==> src/rtl/gain_pkg.sv <==
// Shared constants and helpers for the multi-channel gain stage.
// Helpers return 64-bit values; callers size-cast to their own widths.
package gain_pkg;
  localparam int DEF_DATA_WIDTH = 32;
  localparam int DEF_GAIN_WIDTH = 16;
  localparam int DEF_GAIN_FRAC  = 10;
  localparam int DEF_CHANNELS   = 2;
  localparam int DEF_SATURATE   = 1;

  function automatic longint unity_gain(input int frac);
    return longint'(1) <<< frac;
  endfunction

  function automatic longint smax(input int w);
    return (longint'(1) <<< (w - 1)) - 1;
  endfunction

  function automatic longint smin(input int w);
    return -(longint'(1) <<< (w - 1));
  endfunction

  localparam longint DEF_SMAX = smax(DEF_DATA_WIDTH);
  localparam longint DEF_SMIN = smin(DEF_DATA_WIDTH);
endpackage

==> src/rtl/gain_round_sat.sv <==
// Combinational round-half-up, Q-format shift and optional clamp of a full product.
module gain_round_sat
  import gain_pkg::*;
#(
  parameter int DATA_WIDTH = DEF_DATA_WIDTH,
  parameter int GAIN_WIDTH = DEF_GAIN_WIDTH,
  parameter int GAIN_FRAC  = DEF_GAIN_FRAC,
  parameter int SATURATE   = DEF_SATURATE
) (
  input  logic signed [DATA_WIDTH+GAIN_WIDTH-1:0] prod,
  output logic        [DATA_WIDTH-1:0]            result,
  output logic                                    clip
);
  // One guard bit so the rounding add can never overflow.
  localparam int SW = DATA_WIDTH + GAIN_WIDTH + 1;
  localparam logic signed [SW-1:0] RND  = SW'(unity_gain(GAIN_FRAC - 1));
  localparam logic signed [SW-1:0] MAXV = SW'(smax(DATA_WIDTH));
  localparam logic signed [SW-1:0] MINV = SW'(smin(DATA_WIDTH));

  logic signed [SW-1:0] sum, shifted;

  always_comb begin
    sum     = SW'(prod) + RND;
    shifted = sum >>> GAIN_FRAC;
    result  = shifted[DATA_WIDTH-1:0];
    clip    = 1'b0;
    if (SATURATE != 0) begin
      if (shifted > MAXV) begin
        result = MAXV[DATA_WIDTH-1:0];
        clip   = 1'b1;
      end else if (shifted < MINV) begin
        result = MINV[DATA_WIDTH-1:0];
        clip   = 1'b1;
      end
    end
  end
endmodule

==> src/rtl/gain_multi.sv <==
// Interleaved multi-channel Q-format gain: FWFT input FIFO -> multiply -> round/sat -> output FIFO.
// Two-stage pipeline, whole pipe stalls when S2 holds a word and the output FIFO is full.
module gain_multi
  import gain_pkg::*;
#(
  parameter int DATA_WIDTH = DEF_DATA_WIDTH,
  parameter int GAIN_WIDTH = DEF_GAIN_WIDTH,
  parameter int GAIN_FRAC  = DEF_GAIN_FRAC,
  parameter int CHANNELS   = DEF_CHANNELS,
  parameter int SATURATE   = DEF_SATURATE
) (
  input  logic                    clock,
  input  logic                    reset,
  input  logic                    gain_load,
  input  logic [((CHANNELS > 1) ? $clog2(CHANNELS) : 1)-1:0] gain_chan,
  input  logic [GAIN_WIDTH-1:0]   gain_value,
  input  logic                    in_empty,
  input  logic [DATA_WIDTH-1:0]   in_dout,
  output logic                    in_rd_en,
  input  logic                    out_full,
  output logic                    out_wr_en,
  output logic [DATA_WIDTH-1:0]   out_din,
  output logic [15:0]             sat_count
);
  localparam int CW = (CHANNELS > 1) ? $clog2(CHANNELS) : 1;
  localparam int PW = DATA_WIDTH + GAIN_WIDTH;

  logic signed [GAIN_WIDTH-1:0] gain_reg [CHANNELS];
  logic [CW-1:0]                chan;
  logic [2:1]                   vld_pipe;
  logic signed [PW-1:0]         s1_prod;
  logic [DATA_WIDTH-1:0]        rs_result;
  logic                         rs_clip;
  logic                         advance, pop;

  assign advance   = !(vld_pipe[2] && out_full);
  assign pop       = !in_empty && advance;
  // Handshakes are masked during reset so neither FIFO moves while the pipe is flushed.
  assign in_rd_en  = reset && pop;
  assign out_wr_en = reset && vld_pipe[2] && !out_full;

  gain_round_sat #(
    .DATA_WIDTH(DATA_WIDTH),
    .GAIN_WIDTH(GAIN_WIDTH),
    .GAIN_FRAC (GAIN_FRAC),
    .SATURATE  (SATURATE)
  ) u_rs (
    .prod  (s1_prod),
    .result(rs_result),
    .clip  (rs_clip)
  );

  always_ff @(posedge clock) begin
    if (!reset) begin
      for (int c = 0; c < CHANNELS; c++) gain_reg[c] <= GAIN_WIDTH'(unity_gain(GAIN_FRAC));
      chan      <= '0;
      vld_pipe  <= '0;
      s1_prod   <= '0;
      out_din   <= '0;
      sat_count <= '0;
    end else begin
      // A pop this cycle still reads the old gain: the write lands at this edge.
      if (gain_load && (int'(gain_chan) < CHANNELS)) gain_reg[gain_chan] <= gain_value;
      if (advance) begin
        vld_pipe <= {vld_pipe[1], pop};
        if (pop) begin
          s1_prod <= PW'($signed(in_dout)) * PW'(gain_reg[chan]);
          chan    <= (int'(chan) == CHANNELS - 1) ? '0 : chan + 1'b1;
        end
        if (vld_pipe[1]) begin
          out_din <= rs_result;
          if (rs_clip && sat_count != 16'hFFFF) sat_count <= sat_count + 1'b1;
        end
      end
    end
  end
endmodule

==> config.mk <==
export PLATFORM = sky130hd
export DESIGN_NAME = gain_multi
export DESIGN_NICKNAME = d
export VERILOG_FILES = /design/src/rtl/gain_pkg.sv /design/src/rtl/gain_round_sat.sv /design/src/rtl/gain_multi.sv
export SDC_FILE = /design/constraint.sdc
export NUM_CORES = 2
export LEC_CHECK = 0
export ABC_AREA = 0
export CAP_MARGIN = 20
export CORE_MARGIN = 10
export CORE_UTILIZATION = 69
export DETAILED_ROUTE_END_ITERATION = 8
export HOLD_SLACK_MARGIN = 0.08
export PLACE_DENSITY_LB_ADDON = 0.15
export SYNTH_ARGS = -nofsm -noshare
export SYNTH_HDL_FRONTEND = slang
export SYNTH_SLANG_ARGS = --single-unit
==> constraint.sdc <==
create_clock -name clock -period 13.5 [get_ports clock]
set_clock_uncertainty 0.15 [all_clocks]
set_input_delay 2.7 -clock clock [delete_from_list [all_inputs] [get_ports clock]]
set_output_delay 2.7 -clock clock [all_outputs]
set_load 0.02 [all_outputs]
# ---- After elaboration in Yosys (flattened, before gate mapping)
# Memory sizes are Yosys's and may differ from the RTL's. A register that Yosys moved wholly into a read port is not among the register bits.
# Index checks and enable logic that the tools add are counted.
dict set report totals {
  reg_bits 99
  ram_bits 32
  input_bits 54
  out_inout_bits 50
  wordCells 41
  memories 1
}
# memory depth width rd rd_ports_with_merged_regs wr line_no
set mem_list {}
lappend mem_list {gain_reg 2 16 1 1 2 gain_multi.sv:28} ;# logic signed [GAIN_WIDTH-1:0] gain_reg [CHANNELS];
dict set report op_classes {
  n_addsub 3
  mul 1
  magnitude_cmp 2
  eq_ne 1
  muxes 14
  n_bitwise 1
  reduce_logical 13
}
# operator n
set op_table {}
lappend op_table {{$mux W32} 2}
lappend op_table {{$add A48 B11 Y49 const B} 1}
lappend op_table {{$mul A32 B16 Y48} 1}
lappend op_table {{$gt A39 B32 Y1 const B} 1}
lappend op_table {{$lt A39 B32 Y1 const B} 1}
lappend op_table {{$add A16 B1 Y16 const B} 1}
lappend op_table {{$mux W16} 1}
lappend op_table {{$ne A16 B16 Y1 const B} 1}
lappend op_table {{$reduce_or A16 Y1} 1}
lappend op_table {{$mux W1} 11}
lappend op_table {{$logic_and A1 B1 Y1} 6}
lappend op_table {{$reduce_and A2 Y1} 2}
lappend op_table {{$logic_not A1 Y1} 3}
lappend op_table {{$reduce_and A3 Y1} 1}
lappend op_table {{$add A1 B1 Y1 const B} 1}
lappend op_table {{$not A1 Y1} 1}

# ---- Depth between registers and ports, before layout
dict set report depth {
  depth_word 6
  mapped_depth 27
  ltp_nobuf 25
}

# ---- By module
# Synthesis repeated with hierarchy kept, for this count alone.
dict set report hier_totals {
  cells_unflattened 2812
  hier_area_um2 24344.6
}
# mod n_inst cells_per_inst area_per_inst_um2 seq_area_each_um2
set by_module_without_submodules {}
lappend by_module_without_submodules {gain_multi 1 2582 22831.9 2962.8}
lappend by_module_without_submodules {gain_round_sat 1 230 1512.7 0.0}

# ---- Least setup slack after synthesis
# No wires, ideal clock.
dict set report synth_timing {
  path_type {input-to-reg}
  start {input port in_dout[31]}
  end {register s1_prod[45]}
  setup_time_ns 0.122
  t_arrival_ns 8.532
  required_time_ns 13.228
  slack_ns 4.696
  stages 23
  path_buffers 1
  path_cell_list {clkbuf_1 -> nand2_1 -> fa_1 -> inv_1 -> fa_1 -> inv_1 -> fa_1 -> inv_1 -> fa_1 -> fa_1 -> inv_1 -> fa_1 -> inv_1 -> ha_1 -> nand4_1 -> nor4_1 -> o21ai_0 -> o211ai_1 -> a31oi_4 -> o211a_1 -> o31ai_1 -> nor2_1 -> a221o_1}
}
dict set report synth_via {
  elab_chain_cells 1
}
# element line_no
set synth_rtl {}
lappend synth_rtl {{start, declared} gain_multi.sv:18} ;# input logic [DATA_WIDTH-1:0] in_dout,
lappend synth_rtl {{$mul A32 B16 Y48} gain_multi.sv:67} ;# s1_prod <= PW'($signed(in_dout)) * PW'(gain_reg[chan]);
lappend synth_rtl {{end signal, assigned} gain_multi.sv:67}
lappend synth_rtl {{end, declared} gain_multi.sv:31} ;# logic signed [PW-1:0] s1_prod;
# No other way between the ends.
# A chain may end at the register's enable or synchronous reset.

# ---- Final worst setup path
dict set report layout_timing {
  start {input port in_dout[12]}
  end {register s1_prod[41]}
}
# The elaborated chain is that of the path after synthesis.

==> run summary <==
Top FF cell, synth: dfxtp_1
Worst Hold Class: reg2reg
Num CTS Buffers: 17
critical-path cell list: clkdlybuf4s50_1 > nand2_1 > fa_1 > inv_1 > fa_1 > fa_1 > fa_1 > fa_1 > inv_1 > fa_1 > inv_1 > ha_1 > nand2_1 > nor4_1 > o21ai_0 > o211ai_1 > a31oi_4 > o31ai_2 > a21o_1 > a211oi_1 > a221o_1
RSZ-0062 raised after global routing: false
crit-path most repeated cell: fa_1
Tmin final: 9.57 ns
Worst path slowest cell: clkdlybuf4s50_1
total number of vias: 17400
GRT Resource Usage Total: 0.286
CP Max Fanout: 16
Syn Inst Count: 2591
DRT Wirelength: 56100 um
minimum setup slack after placement: 3.63 ns
GRT met1 Usage: 0.335
dpl hpwl: 44100 um
fraction of synthesis flops using an asynchronous set or reset pin: 0
final core occ: 0.760
flops & latches, synth: 123
Net Count, Synth: 3243
routed vias/inst: 5.70
fmax: 105 MHz
max reg flops: 39
RD Place Congestion: 0.914
Slew headroom: 0.311
CP Capture Type: flip-flop
Post-synth top cells: inv_1 (566), fa_1 (485), nand2_1 (386)
final max-slew violation count: 0
sequential share of the synthesized area: 0.120
met2 usage: 0.509
reg2reg setup slack: 5.38 ns
Clock transition at path regs: 0.06 ns
Crit Path Category: in2reg
Synth area leaders: fa_1 (42%), inv_1 (9.2%), dfxtp_1 (7.9%)
crit path capture: s1_prod[41]
crit share post-route: 0.709
most common cell in the netlist: inv_1
hold_buf cts: 0
Die Span X: 203 um
largest net degree at the start of global routing: 90
final hold vios: 0
Pre-antenna DRT Iters: 6
clk sinks: 123
Max Buffers Root-to-Sink: 2
crit path launch: in_dout[12]
# nets final: 3255
Post-CTS Resized: 0
vias in the first global route: 19200
Mean Syn Cell Area: 8.93 um^2
Synth top area share: 0.420
Netlist cell types: 74
grt peak-use layer: met2
total congestion overflow: 0
max cap viols: 0
wire per inst: 18.4 um
starting density of the core: 0.706
initial antenna violation count: 0
DRC: 0
Worst setup SP type: primary input
drt first-iter violations: 1265
Clock Tree Root: clkbuf_16
worst skew pair latency: 0.44 ns
std cell rows: 66
Global Route met3 Usage: 0.0452
measured slew at the worst slew-check pin: 1.03 ns
Arrival @ worst endpoint: 9.73 ns
Diodes inserted: 0
IO buf count: 103
Final setup viols: 0
Post-synth EDFFs: 32
H-tree depth: 4
IO Count: 104
share of cells above drive strength 1: 0.0321
R2R Path End: s1_prod[41]
CTS tree: yes
ANT nets after route: 0
# Post-CTS Setup Buffers: 0
CP required: 13.67 ns
Die Ht: 203 um
Setup TNS: 0 ns
Placeable Area: 32800 um^2
leading area contributor after synthesis: fa_1
area grow syn2layout: 7.72%
DIE AREA: 41300 um^2
fillers: 2330
Yosys warnings: 0
Worst path max stage delay: 0.95 ns
final worst setup slack: 3.93 ns
worst r2r path cells: 21
Hold WS: 0.336 ns
first-pass GRT wire length: 95000 um
status: finished, final reports clean
synthesized cell area: 23100 um^2
[how the worst min path moves through the flow]
stage | slack [ns] | cells past startpoint | end | from
after global routing | 0.36 | 2 | sat_count[13] | sat_count[13]
after floorplan | 0.29 | 2 | s1_prod[36] | s1_prod[36]
after global placement | 0.32 | 2 | sat_count[13] | sat_count[13]
final | 0.34 | 2 | sat_count[13] | sat_count[13]
after detailed placement | 0.33 | 2 | sat_count[13] | sat_count[13]
after CTS | 0.34 | 2 | sat_count[13] | sat_count[13]
[per-layer routing]
metal,share of wire,vias up
met5,0,-
met3,0.063,174
li1,-,7798
met4,0.045,0
met1,0.37,8748
met2,0.52,710
[worst max-delay path, delay by kind of cell]
kind	cells	cell delay (ns)
compound gates	7	1.44
fa+ha+maj	7	3.49
buf+inv	4	1.13
simple gates	3	0.97
[logic make-up after synthesis]
family / synth area share
and+or+nand+nor: 0.179
buffers and inverters: 0.112
adders and majority gates: 0.481
AOI/OAI and AO/OA: 0.0712
DFF: 0.120
xor gates and xnor gates: 0.0273
muxes: 0.0101
[area by class of cell]
cell class | instances | area, um^2 | area share
clock buffers | 17 | 425 | 0.0171
flip-flops and latches | 123 | 2780 | 0.112
inverters | 568 | 2130 | 0.0855
clock inverters | 15 | 150 | 0.00602
well taps | 442 | 553 | 0.0222
repair buffers | 111 | 1100 | 0.0442
multi-input cells | 1782 | 17800 | 0.713
[metrics by stage]
stage	std cells	cell area [um^2]
2_1_floorplan	2591	23100
3_3_place_gp	3024	24300
3_5_place_dp	3024	24300
4_1_cts	3056	24900
5_1_grt	3058	24900
6_report	3058	24900
[cell usage in the layout, fill, tap and decap left out, types with 7 or more instances in the layout]
master,instances
xor2_1,16
fa_1,485
xnor2_1,56
o21ai_0,72
dfxtp_1,91
nand2b_1,9
and2_1,226
nand4_1,14
inv_1,566
clkdlybuf4s50_1,102
mux2_2,14
o31ai_1,15
a21boi_1,9
or4_1,8
o21a_1,9
nand3_1,37
a21o_1,13
edfxtp_1,32
or2_2,9
or3_1,7
nor3_1,10
o21ai_1,9
nand2_1,386
nor2b_1,35
a21oi_1,65
ha_1,113
nor2_1,63
and3_1,10
clkbuf_16,17
Power is left out: the tool's default activity adds up to more than one toggle a clock period on the data nets, which glitch-free logic cannot reach.
